--- config.mk ---
export PLATFORM = sky130hd
export DESIGN_NAME = io_ps2_hub
export DESIGN_NICKNAME = d
export VERILOG_FILES = /design/src/rtl/io_ps2_pkg.sv /design/src/rtl/io_ps2_chan.sv /design/src/rtl/io_ps2_hub.sv
export SDC_FILE = /design/constraint.sdc
export NUM_CORES = 1
export LEC_CHECK = 0
export BUFFER_PORTS_ARGS = -buffer_cell sky130_fd_sc_hd__buf_4
export CAP_MARGIN = 15
export CORE_ASPECT_RATIO = 0.8
export CORE_MARGIN = 2
export CORE_UTILIZATION = 60
export CTS_CLUSTER_DIAMETER = 50
export CTS_CLUSTER_SIZE = 30
export DETAILED_ROUTE_END_ITERATION = 10
export PLACE_DENSITY = 0.8
export SKIP_CTS_REPAIR_TIMING = 1
export SKIP_LAST_GASP = 1
export SYNTH_ARGS = -nofsm -noshare
export SYNTH_HDL_FRONTEND = slang
export SYNTH_SLANG_ARGS = --single-unit
--- constraint.sdc ---
create_clock -name CLOCK -period 3.8 [get_ports CLOCK]
set_input_delay 0.76 -clock CLOCK [delete_from_list [all_inputs] [get_ports CLOCK]]
set_output_delay 0.76 -clock CLOCK [all_outputs]
set_load 0.005 [all_outputs]
--- src/rtl/io_ps2_pkg.sv ---
// Shared definitions for the PS/2 hub: register offsets, STATUS bit positions, TX FSM states.
package io_ps2_pkg;

    // Per-channel register offsets within the 4-byte channel window
    localparam logic [1:0] OFS_DATA   = 2'd0;
    localparam logic [1:0] OFS_STATUS = 2'd1;
    localparam logic [1:0] OFS_COUNT  = 2'd2;
    localparam logic [1:0] OFS_CTRL   = 2'd3;

    // STATUS register bit indices
    localparam int unsigned ST_TX_DONE  = 0;
    localparam int unsigned ST_EMPTY    = 1;
    localparam int unsigned ST_FULL     = 2;
    localparam int unsigned ST_OVERFLOW = 3;
    localparam int unsigned ST_TX_BUSY  = 4;
    localparam int unsigned ST_TX_ERR   = 5;
    localparam int unsigned ST_CMD_DROP = 6;
    localparam int unsigned ST_IRQ_EN   = 7;

    // CTRL register bit indices
    localparam int unsigned CTRL_FLUSH  = 0;
    localparam int unsigned CTRL_CLEAR  = 1;
    localparam int unsigned CTRL_IRQ_EN = 2;

    typedef enum logic [1:0] {
        IDLE = 2'd0,
        SEND = 2'd1,
        WAIT = 2'd2
    } tx_state_e;

endpackage

--- src/rtl/io_ps2_chan.sv ---
// One PS/2 channel: RX FIFO, command-transmit FSM, sticky status bits and local register mux.
module io_ps2_chan
    import io_ps2_pkg::*;
#(
    parameter int unsigned DEPTH      = 8,
    parameter int unsigned TX_TIMEOUT = 2_500_000
) (
    input  logic       clock,
    input  logic       reset_n,
    input  logic [1:0] ofs,
    input  logic [7:0] wdata,
    input  logic       wr_en,
    input  logic       rd_en,
    output logic [7:0] rdata,
    input  logic [7:0] rx_data,
    input  logic       rx_hit,
    output logic [7:0] tx_cmd,
    output logic       tx_send,
    input  logic       tx_done,
    input  logic       tx_err,
    output logic       irq
);

    localparam int unsigned AW = $clog2(DEPTH);
    localparam int unsigned CW = AW + 1;
    localparam int unsigned TW = $clog2(TX_TIMEOUT);

    logic [7:0]    mem [DEPTH];
    logic [AW-1:0] rd_ptr;
    logic [AW-1:0] wr_ptr;
    logic [CW-1:0] count;
    logic          empty;
    logic          full;
    logic          pop;
    logic          push;
    logic          flush;
    logic          clr;
    logic          ctrl_wr;
    logic          cmd_wr;
    logic          ovf_event;

    logic          overflow;
    logic          irq_en;
    logic          sticky_done;
    logic          sticky_err;
    logic          cmd_drop;
    tx_state_e     state;
    logic [TW-1:0] timer;
    logic [7:0]    status;

    assign empty   = (count == '0);
    assign full    = (count == CW'(DEPTH));
    assign ctrl_wr = wr_en && (ofs == OFS_CTRL);
    assign cmd_wr  = wr_en && (ofs == OFS_DATA);
    assign flush   = ctrl_wr && wdata[CTRL_FLUSH];
    assign clr     = ctrl_wr && wdata[CTRL_CLEAR];
    assign pop     = rd_en && (ofs == OFS_DATA) && !empty;
    // A pop in the same cycle frees a slot, so a full FIFO still accepts the push
    assign push      = rx_hit && !flush && (!full || pop);
    assign ovf_event = rx_hit && !flush && full && !pop;

    assign irq = irq_en && !empty;

    // FIFO pointers and occupancy; flush overrides any push/pop in the same cycle
    always_ff @(posedge clock or negedge reset_n) begin
        if (!reset_n) begin
            rd_ptr <= '0;
            wr_ptr <= '0;
            count  <= '0;
        end else if (flush) begin
            rd_ptr <= '0;
            wr_ptr <= '0;
            count  <= '0;
        end else begin
            if (push) wr_ptr <= wr_ptr + AW'(1);
            if (pop)  rd_ptr <= rd_ptr + AW'(1);
            if (push && !pop)      count <= count + CW'(1);
            else if (pop && !push) count <= count - CW'(1);
        end
    end

    // FIFO storage; contents need no reset since empty reads are forced to 0
    always_ff @(posedge clock) begin
        if (push) mem[wr_ptr] <= rx_data;
    end

    // Overflow sticky bit and interrupt enable; a new event beats a clear
    always_ff @(posedge clock or negedge reset_n) begin
        if (!reset_n) begin
            overflow <= 1'b0;
            irq_en   <= 1'b0;
        end else begin
            if (ovf_event)    overflow <= 1'b1;
            else if (clr)     overflow <= 1'b0;
            if (ctrl_wr)      irq_en   <= wdata[CTRL_IRQ_EN];
        end
    end

    // TX FSM with registered send pulse, command latch and its sticky status bits
    always_ff @(posedge clock or negedge reset_n) begin
        if (!reset_n) begin
            state       <= IDLE;
            tx_send     <= 1'b0;
            tx_cmd      <= 8'h00;
            timer       <= '0;
            sticky_done <= 1'b0;
            sticky_err  <= 1'b0;
            cmd_drop    <= 1'b0;
        end else begin
            tx_send <= 1'b0;
            // Clear first so that any event below in the same cycle wins
            if (clr) begin
                sticky_done <= 1'b0;
                sticky_err  <= 1'b0;
                cmd_drop    <= 1'b0;
            end
            if (cmd_wr && state != IDLE) cmd_drop <= 1'b1;
            unique case (state)
                IDLE: begin
                    if (cmd_wr) begin
                        tx_cmd  <= wdata;
                        tx_send <= 1'b1;
                        state   <= SEND;
                    end
                end
                SEND: begin
                    timer <= '0;
                    state <= WAIT;
                end
                WAIT: begin
                    if (tx_err || timer == TW'(TX_TIMEOUT - 1)) begin
                        sticky_err <= 1'b1;
                        state      <= IDLE;
                    end else if (tx_done) begin
                        sticky_done <= 1'b1;
                        state       <= IDLE;
                    end else begin
                        timer <= timer + TW'(1);
                    end
                end
                default: state <= IDLE;
            endcase
        end
    end

    // STATUS assembly
    always_comb begin
        status              = 8'h00;
        status[ST_TX_DONE]  = sticky_done;
        status[ST_EMPTY]    = empty;
        status[ST_FULL]     = full;
        status[ST_OVERFLOW] = overflow;
        status[ST_TX_BUSY]  = (state != IDLE);
        status[ST_TX_ERR]   = sticky_err;
        status[ST_CMD_DROP] = cmd_drop;
        status[ST_IRQ_EN]   = irq_en;
    end

    // Local register read mux, reflecting state before the next edge
    always_comb begin
        rdata = 8'h00;
        unique case (ofs)
            OFS_DATA:   rdata = empty ? 8'h00 : mem[rd_ptr];
            OFS_STATUS: rdata = status;
            OFS_COUNT:  rdata = 8'(count);
            OFS_CTRL:   rdata = {7'b0, irq_en};
            default:    rdata = 8'h00;
        endcase
    end

endmodule

--- src/rtl/io_ps2_hub.sv ---
// PS/2 hub top: address window decode, per-channel instances, read mux and interrupt OR.
module io_ps2_hub
    import io_ps2_pkg::*;
#(
    parameter int unsigned CHANNELS   = 2,
    parameter int unsigned DEPTH      = 8,
    parameter logic [15:0] BASE       = 16'hFFA0,
    parameter int unsigned TX_TIMEOUT = 2_500_000
) (
    input  logic                  CLOCK,
    input  logic                  RESET_N,
    input  logic [15:0]           ADDR,
    input  logic [7:0]            WDATA,
    input  logic                  WREN,
    input  logic                  RDEN,
    output logic [7:0]            RDATA,
    output logic                  SEL,
    input  logic [8*CHANNELS-1:0] RX_DATA,
    input  logic [CHANNELS-1:0]   RX_HIT,
    output logic [8*CHANNELS-1:0] TX_CMD,
    output logic [CHANNELS-1:0]   TX_SEND,
    input  logic [CHANNELS-1:0]   TX_DONE,
    input  logic [CHANNELS-1:0]   TX_ERR,
    output logic                  IRQ
);

    logic [15:0]         rel;
    logic [2:0]          chan_idx;
    logic [1:0]          ofs;
    logic [CHANNELS-1:0] chan_hit;
    logic [CHANNELS-1:0] chan_irq;
    logic [7:0]          chan_rdata [CHANNELS];

    // Addresses below BASE wrap to large values and fall outside the window
    assign rel      = ADDR - BASE;
    assign SEL      = (rel < 16'(4 * CHANNELS));
    assign chan_idx = rel[4:2];
    assign ofs      = rel[1:0];
    assign IRQ      = |chan_irq;

    for (genvar c = 0; c < CHANNELS; c++) begin : g_chan
        assign chan_hit[c] = SEL && (chan_idx == 3'(c));

        io_ps2_chan #(
            .DEPTH      (DEPTH),
            .TX_TIMEOUT (TX_TIMEOUT)
        ) u_chan (
            .clock   (CLOCK),
            .reset_n (RESET_N),
            .ofs     (ofs),
            .wdata   (WDATA),
            .wr_en   (WREN && chan_hit[c]),
            .rd_en   (RDEN && chan_hit[c]),
            .rdata   (chan_rdata[c]),
            .rx_data (RX_DATA[8*c +: 8]),
            .rx_hit  (RX_HIT[c]),
            .tx_cmd  (TX_CMD[8*c +: 8]),
            .tx_send (TX_SEND[c]),
            .tx_done (TX_DONE[c]),
            .tx_err  (TX_ERR[c]),
            .irq     (chan_irq[c])
        );
    end

    // Read data mux; zero outside the window
    always_comb begin
        RDATA = 8'h00;
        for (int unsigned c = 0; c < CHANNELS; c++) begin
            if (chan_hit[c]) RDATA = chan_rdata[c];
        end
    end

endmodule

After elaboration in Yosys (flattened, before gate mapping):

Memories as Yosys holds them, arrays and structs flattened.
Index checks and enable logic that the tools add are counted.

* flip-flop bits (word level): 96
* input port bits: 50
* memory bits (writable): 128
* memories kept: 2
* output and inout bits: 28

* multiplexer cells: 62
* add/sub/neg operators: 11
* $lt $le $gt $ge: 1
* reduce and logical (&&, ||, !) cells: 75
* equality and inequality tests: 20

Memories
* g_chan[0].u_chan.mem: depth 8, bits a word 8, rd ports 1, clocked after memory_dff 0, write ports 1, line io_ps2_chan.sv:28 `logic [7:0] mem [DEPTH];`
* g_chan[1].u_chan.mem: depth 8, bits a word 8, rd ports 1, clocked after memory_dff 0, write ports 1, line io_ps2_chan.sv:28

Operators by type and width (count)
* $mux 22: 4
* $pmux 22 s2: 2
* $pmux 8 s4: 2
* $add 22x1->22 const B: 2
* $eq 22x22->1 const B: 2
* $logic_and 1x1->1: 34
* $mux 8: 4
* $mux 1: 28
* $mux 3: 8
* $mux 4: 6
* $reduce_bool 2->1: 12
* $lt 16x4->1 const B: 1
* $sub 16x16->16 const B: 1
* $add 3x1->3 const B: 4
* $mux 2: 6
* $pmux 2 s3: 2
* $logic_not 1->1: 10
* $add 4x1->4 const B: 2
* $eq 2x2->1 const B: 4
* $eq 4x4->1 const B: 2
* $logic_not 4->1: 2
* $ne 2x2->1 const B: 4
* $reduce_and 2->1: 4
* $sub 4x1->4 const B: 2
* other kinds (10): 21

Longest topological paths before layout:

* depth in word-level cells: 14
* gate-level depth with buffers: 17
* mapped depth without buffers: 17

By module:

Synthesis repeated with hierarchy kept, for this count alone.

* cells, all modules: 826
* area total of the unflattened synthesis: 10577.6 um^2

By module, submodules not included
* io_ps2_chan: cells each 391, instances 2, area an instance 5108.6 um^2, seq. area each 3123.0 um^2
* io_ps2_hub: cells each 44, instances 1, area an instance 360.3 um^2, seq. area each 0.0 um^2

Worst setup path after synthesis:

OpenSTA, ideal clock, no wires.

* kind: in2reg
* start point: in ADDR[5]
* end point: reg g_chan[0].u_chan.count[3]
* path buffers: 0
* arrival: 4177 ps
* stages: 16
* setup slack: -455 ps
* path through: inv_1 > ha_1 > or4b_1 > or4_4 > a221oi_2 > o21ai_1 > or2_2 > inv_1 > ha_1 > inv_1 > ha_1 > a21o_1 > a21oi_1 > xnor2_1 > or3_1 > a21oi_1

* word-level cells in the longest chain between the ends: 12
* elaborated cells between the ends (all ways): 20
* those cells by class: 1 x add/sub; 1 x order compare; 2 x mux; 16 x reduce/logical

RTL lines
* from (decl): line io_ps2_hub.sv:12 `input logic [15:0] ADDR,`
* $sub 16x16->16 *: line io_ps2_hub.sv:35 `assign rel = ADDR - BASE;`
* $lt 16x4->1 *: line io_ps2_hub.sv:36 `assign SEL = (rel < 16'(4 * CHANNELS));`
* $logic_and 1x1->1 *: line io_ps2_hub.sv:42 `assign chan_hit[c] = SEL && (chan_idx == 3'(c));`
* $logic_and 1x1->1: line io_ps2_hub.sv:52 `.wr_en (WREN && chan_hit[c]),`
* $logic_and 1x1->1: line io_ps2_chan.sv:53 `assign ctrl_wr = wr_en && (ofs == OFS_CTRL);`
* $logic_and 1x1->1: line io_ps2_chan.sv:55 `assign flush = ctrl_wr && wdata[CTRL_FLUSH];`
* $logic_not 1->1: line io_ps2_chan.sv:59 `assign push = rx_hit && !flush && (!full || pop);`
* $logic_and 1x1->1 (2 in series): line io_ps2_chan.sv:59
* $logic_and 1x1->1 or $logic_not 1->1 (tied branches): line io_ps2_chan.sv:77, io_ps2_chan.sv:78
* $mux 4 or $logic_and 1x1->1 (tied branches): line io_ps2_chan.sv:77, io_ps2_chan.sv:78
* $mux 4 or $reduce_bool 3->1 (tied branches)
* to (signal assigned): line io_ps2_chan.sv:77 `if (push && !pop) count <= count + CW'(1);`
* to (signal assigned): line io_ps2_chan.sv:78 `else if (pop && !push) count <= count - CW'(1);`
* to (decl): line io_ps2_chan.sv:31 `logic [CW-1:0] count;`

Mark *: on every way between the ends. The rest lies on a longest branch, timed or not.
A chain may end at the register's enable or synchronous reset.

Final worst setup path:

* start point: in ADDR[6]
* end point: out RDATA[1]

* word-level cells in the longest chain between the ends: 5
* elaborated cells between the ends (all ways): 6
* those cells by class: 1 x add/sub; 1 x order compare; 2 x mux; 2 x reduce/logical

RTL lines
* $sub 16x16->16 *: line io_ps2_hub.sv:35
* $lt 16x4->1 *: line io_ps2_hub.sv:36
* $logic_and 1x1->1: line io_ps2_hub.sv:42
* $mux 8: line io_ps2_hub.sv:69 `if (chan_hit[c]) RDATA = chan_rdata[c];`
* $mux 8 *: line io_ps2_hub.sv:69
* to (decl): line io_ps2_hub.sv:16 `output logic [7:0] RDATA,`

Marks and branches as above.

==> flow_summary.toml <==
[timing]
fin_skew_ps = 17.6
finalSetupViolCount = 2
timing.slew.headroom_pct = 33.5
post-route-min-period_ps = 3870
rsz0062_at_grt = "yes"
fmax_mhz = 259
worst_pin_slew_ps = 994
hold_slack_ps = 368
slew_violations = 0
finalHoldViolations = 0
finalCritPeriodShare_pct = 102
finalSetupTns_ps = -77.2
worst_slack_ps = -67.1

[cells_and_area]
final_layout_size_suffix_gt1_share_pct = 29.4
multi_input_area_um2 = 3900
area_growth_pct = 20.6
nFillCells = 1034
design_area_um2 = 12200
seqCellArea_um2 = 6250
fin_nets = 955
diodes = 0
fin_util_pct = 74.0

[clock_network]
cts_buffers = 18
root_buffer = "clkbuf_16"
clock_latency_ps = 500
clk_pin_slew_ps = 80
cts_tree = "built"
cts_buffer_depth = 3
htree_levels = 1
numClockSinks = 224

[critical_path]
worstPathMaxFanout = 4
crit_end = "RDATA[1]"
end_kind = "output port"
critical_path_class = "in2out"
crit_start = "ADDR[6]"
ff2ff_path_depth = 15
r2r_start = "g_chan[0].u_chan.count[0]"
r2r-end = "g_chan[0].u_chan.count[3]"
startpoint_type = "input pin"
arrival_ps = 3110
reg2reg_setup_slack_ps = 440
crit_required_ps = 3040

[status]
violations = "negative setup slack"
outcome = "finished, violations left"

[logic_synthesis]
synth_common_cells = "128 x edfxtp_1, 96 x dfrtp_1, 80 x nor2_1"
syn_inst = 759
ys.flop_type = "edfxtp_1"
netlist.area_leader.share_pct = 37.8
yosys_warnings = 0
syn_area_um2 = 10200
synth_top_area_cell = "edfxtp_1"
synth_seq_cells = 224
synth_edf_count = 128
synth_cell_type_count = 65
async_flop_share_pct = 42.9
synth_nets = 824
syn_area_per_cell_um2 = 13.4
seq_area_frac_synth_pct = 61.5
netlist_top_cells_area = "edfxtp_1 38%, dfrtp_1 24%, mux4_2 7.1%"
yosys.cell_count.top_type = "edfxtp_1"

[place]
post-dp-hpwl_um = 16700
placed_cell_area_um2 = 11500
io_buffers = 77
dp_slack_ps = -447
routabilityCongestion = 0.859

[power]
pwr-share-seq_pct = 49.9
p_leak_nw = 4.68
intPower_mw = 4.41
power_density_nw_per_um2 = 506
switchingPower_mw = 1.78
clkPwrFrac_pct = 32.7
ir_worst_vdd_mv = 0.356
p_sw_share_pct = 28.8
combPwrFrac_pct = 17.4

[routing]
drtIter0Drc = 764
ant_nets = 0
via_per_inst = 6.36
routed_wl_um = 24700
via_count = 7140
drc = 0
routedWlPerCell_um = 22.0
dr.pass1.iters = 6

[grt]
grt.total_usage_pct = 27.6
grt_max_degree = 68
antenna_found_initial = 0
grt_pass1_wl_um = 38200
grt_pass1_vias = 7083
grt-ovfl-total = 0

[job]
max_cap_viol_count = 0

[floorplanning]
core-area_um2 = 16600
rows = 42
die_x_um = 149
die_h_um = 120
die_area_um2 = 18000
io-pin-count = 78
start_util_pct = 61.4

[min_path]
hp-class = "in2async"
==> critical path: stages <==
cell,delay (ps)
buf_12,110
inv_12,40
ha_4,110
or4b_1,430
or4_4,430
a221o_1,420
buf_6,160
nor2_4,160
buf_6,130
nand3_2,60
o21ai_1,130
buf_4,160
==> metrics by stage <==
step / cells / total power, mW
after floorplan: 759 / 3.67
after global placement: 1087 / 4.02
after detailed placement: 1087 / 4.14
after CTS: 1119 / 6.18
after global routing: 1122 / 6.42
final: 1122 / 6.20
==> metal layers <==
layer / track usage, % / routed length [um]
met1: 39.1 / 9960
met2: 44.9 / 12000
met3: 4.15 / 1880
met4: 8.51 / 861
met5: 0 / 0
==> flip-flops by register name, indices dropped and copies added (netlist names) <==
register and flops:
g_chan.u_chan.wr_ptr 6, g_chan.u_chan.rd_ptr 6, g_chan.u_chan.sticky_err 2, g_chan.u_chan.tx_send 2, g_chan.u_chan.timer 44, g_chan.u_chan.state 4
g_chan.u_chan.irq_en 2, g_chan.u_chan.overflow 2, g_chan.u_chan.sticky_done 2, g_chan.u_chan.count 8, g_chan.u_chan.cmd_drop 2, g_chan.u_chan.tx_cmd 16
g_chan.u_chan.mem 128
==> layout by cell type, fill, tap and decap left out, types with 7 or more instances in the layout <==
cell / n
buf_4: 132
edfxtp_1: 128
dfrtp_1: 96
nor2_1: 79
nand2_1: 40
mux4_2: 32
a21oi_1: 32
o21ai_0: 26
mux2i_1: 20
xor2_1: 20
mux2_2: 19
clkbuf_16: 19
inv_1: 16
xnor2_1: 16
nand3_1: 15
or3_1: 12
nand4_1: 11
or4_1: 10
o211ai_1: 9
ha_1: 9
nand2b_1: 8
nor3_1: 8
nor4_1: 7
and3_1: 7
==> cell families after synthesis <==
family | count (synthesis) | share of synthesized area (%)
AOI/OAI and AO/OA | 121 | 7.87
adders and majority gates | 15 | 2.00
xor gates and xnor gates | 36 | 3.10
buffers and inverters | 51 | 1.96
and+or+nand+nor | 241 | 12.4
muxes | 71 | 11.2
DFF | 224 | 61.5
==> power groups by stage <==
stage | combinational [mW] | clock (mW) | sequential, mW
6_report | 1.08 | 2.03 | 3.09
5_1_grt | 1.16 | 2.15 | 3.12
4_1_cts | 1.05 | 2.05 | 3.08
3_5_place_dp | 1.02 | 0 | 3.12
3_3_place_gp | 0.934 | 0 | 3.09
2_1_floorplan | 0.624 | 0 | 3.05
==> area by class of cell <==
class | count | area share [%]
sequential | 224 | 51.0
multi-input combinational | 484 | 31.8
timing repair buffer | 139 | 8.75
clock buffer | 22 | 4.14
tap | 220 | 2.25
clock inverter | 10 | 1.16
inverter | 23 | 0.868
==> worst min path at each step <==
stage / endpoint / slack (ps) / cells past startpoint
after floorplan: g_chan[1].u_chan.cmd_drop / 450 / 1
after CTS: g_chan[1].u_chan.timer[17] / 380 / 1
final: g_chan[1].u_chan.timer[17] / 370 / 1
after detailed placement: g_chan[1].u_chan.cmd_drop / 470 / 1
after global placement: g_chan[1].u_chan.cmd_drop / 470 / 1
after global routing: g_chan[1].u_chan.timer[0] / 440 / 1
(Power assumes the default switching activity.)
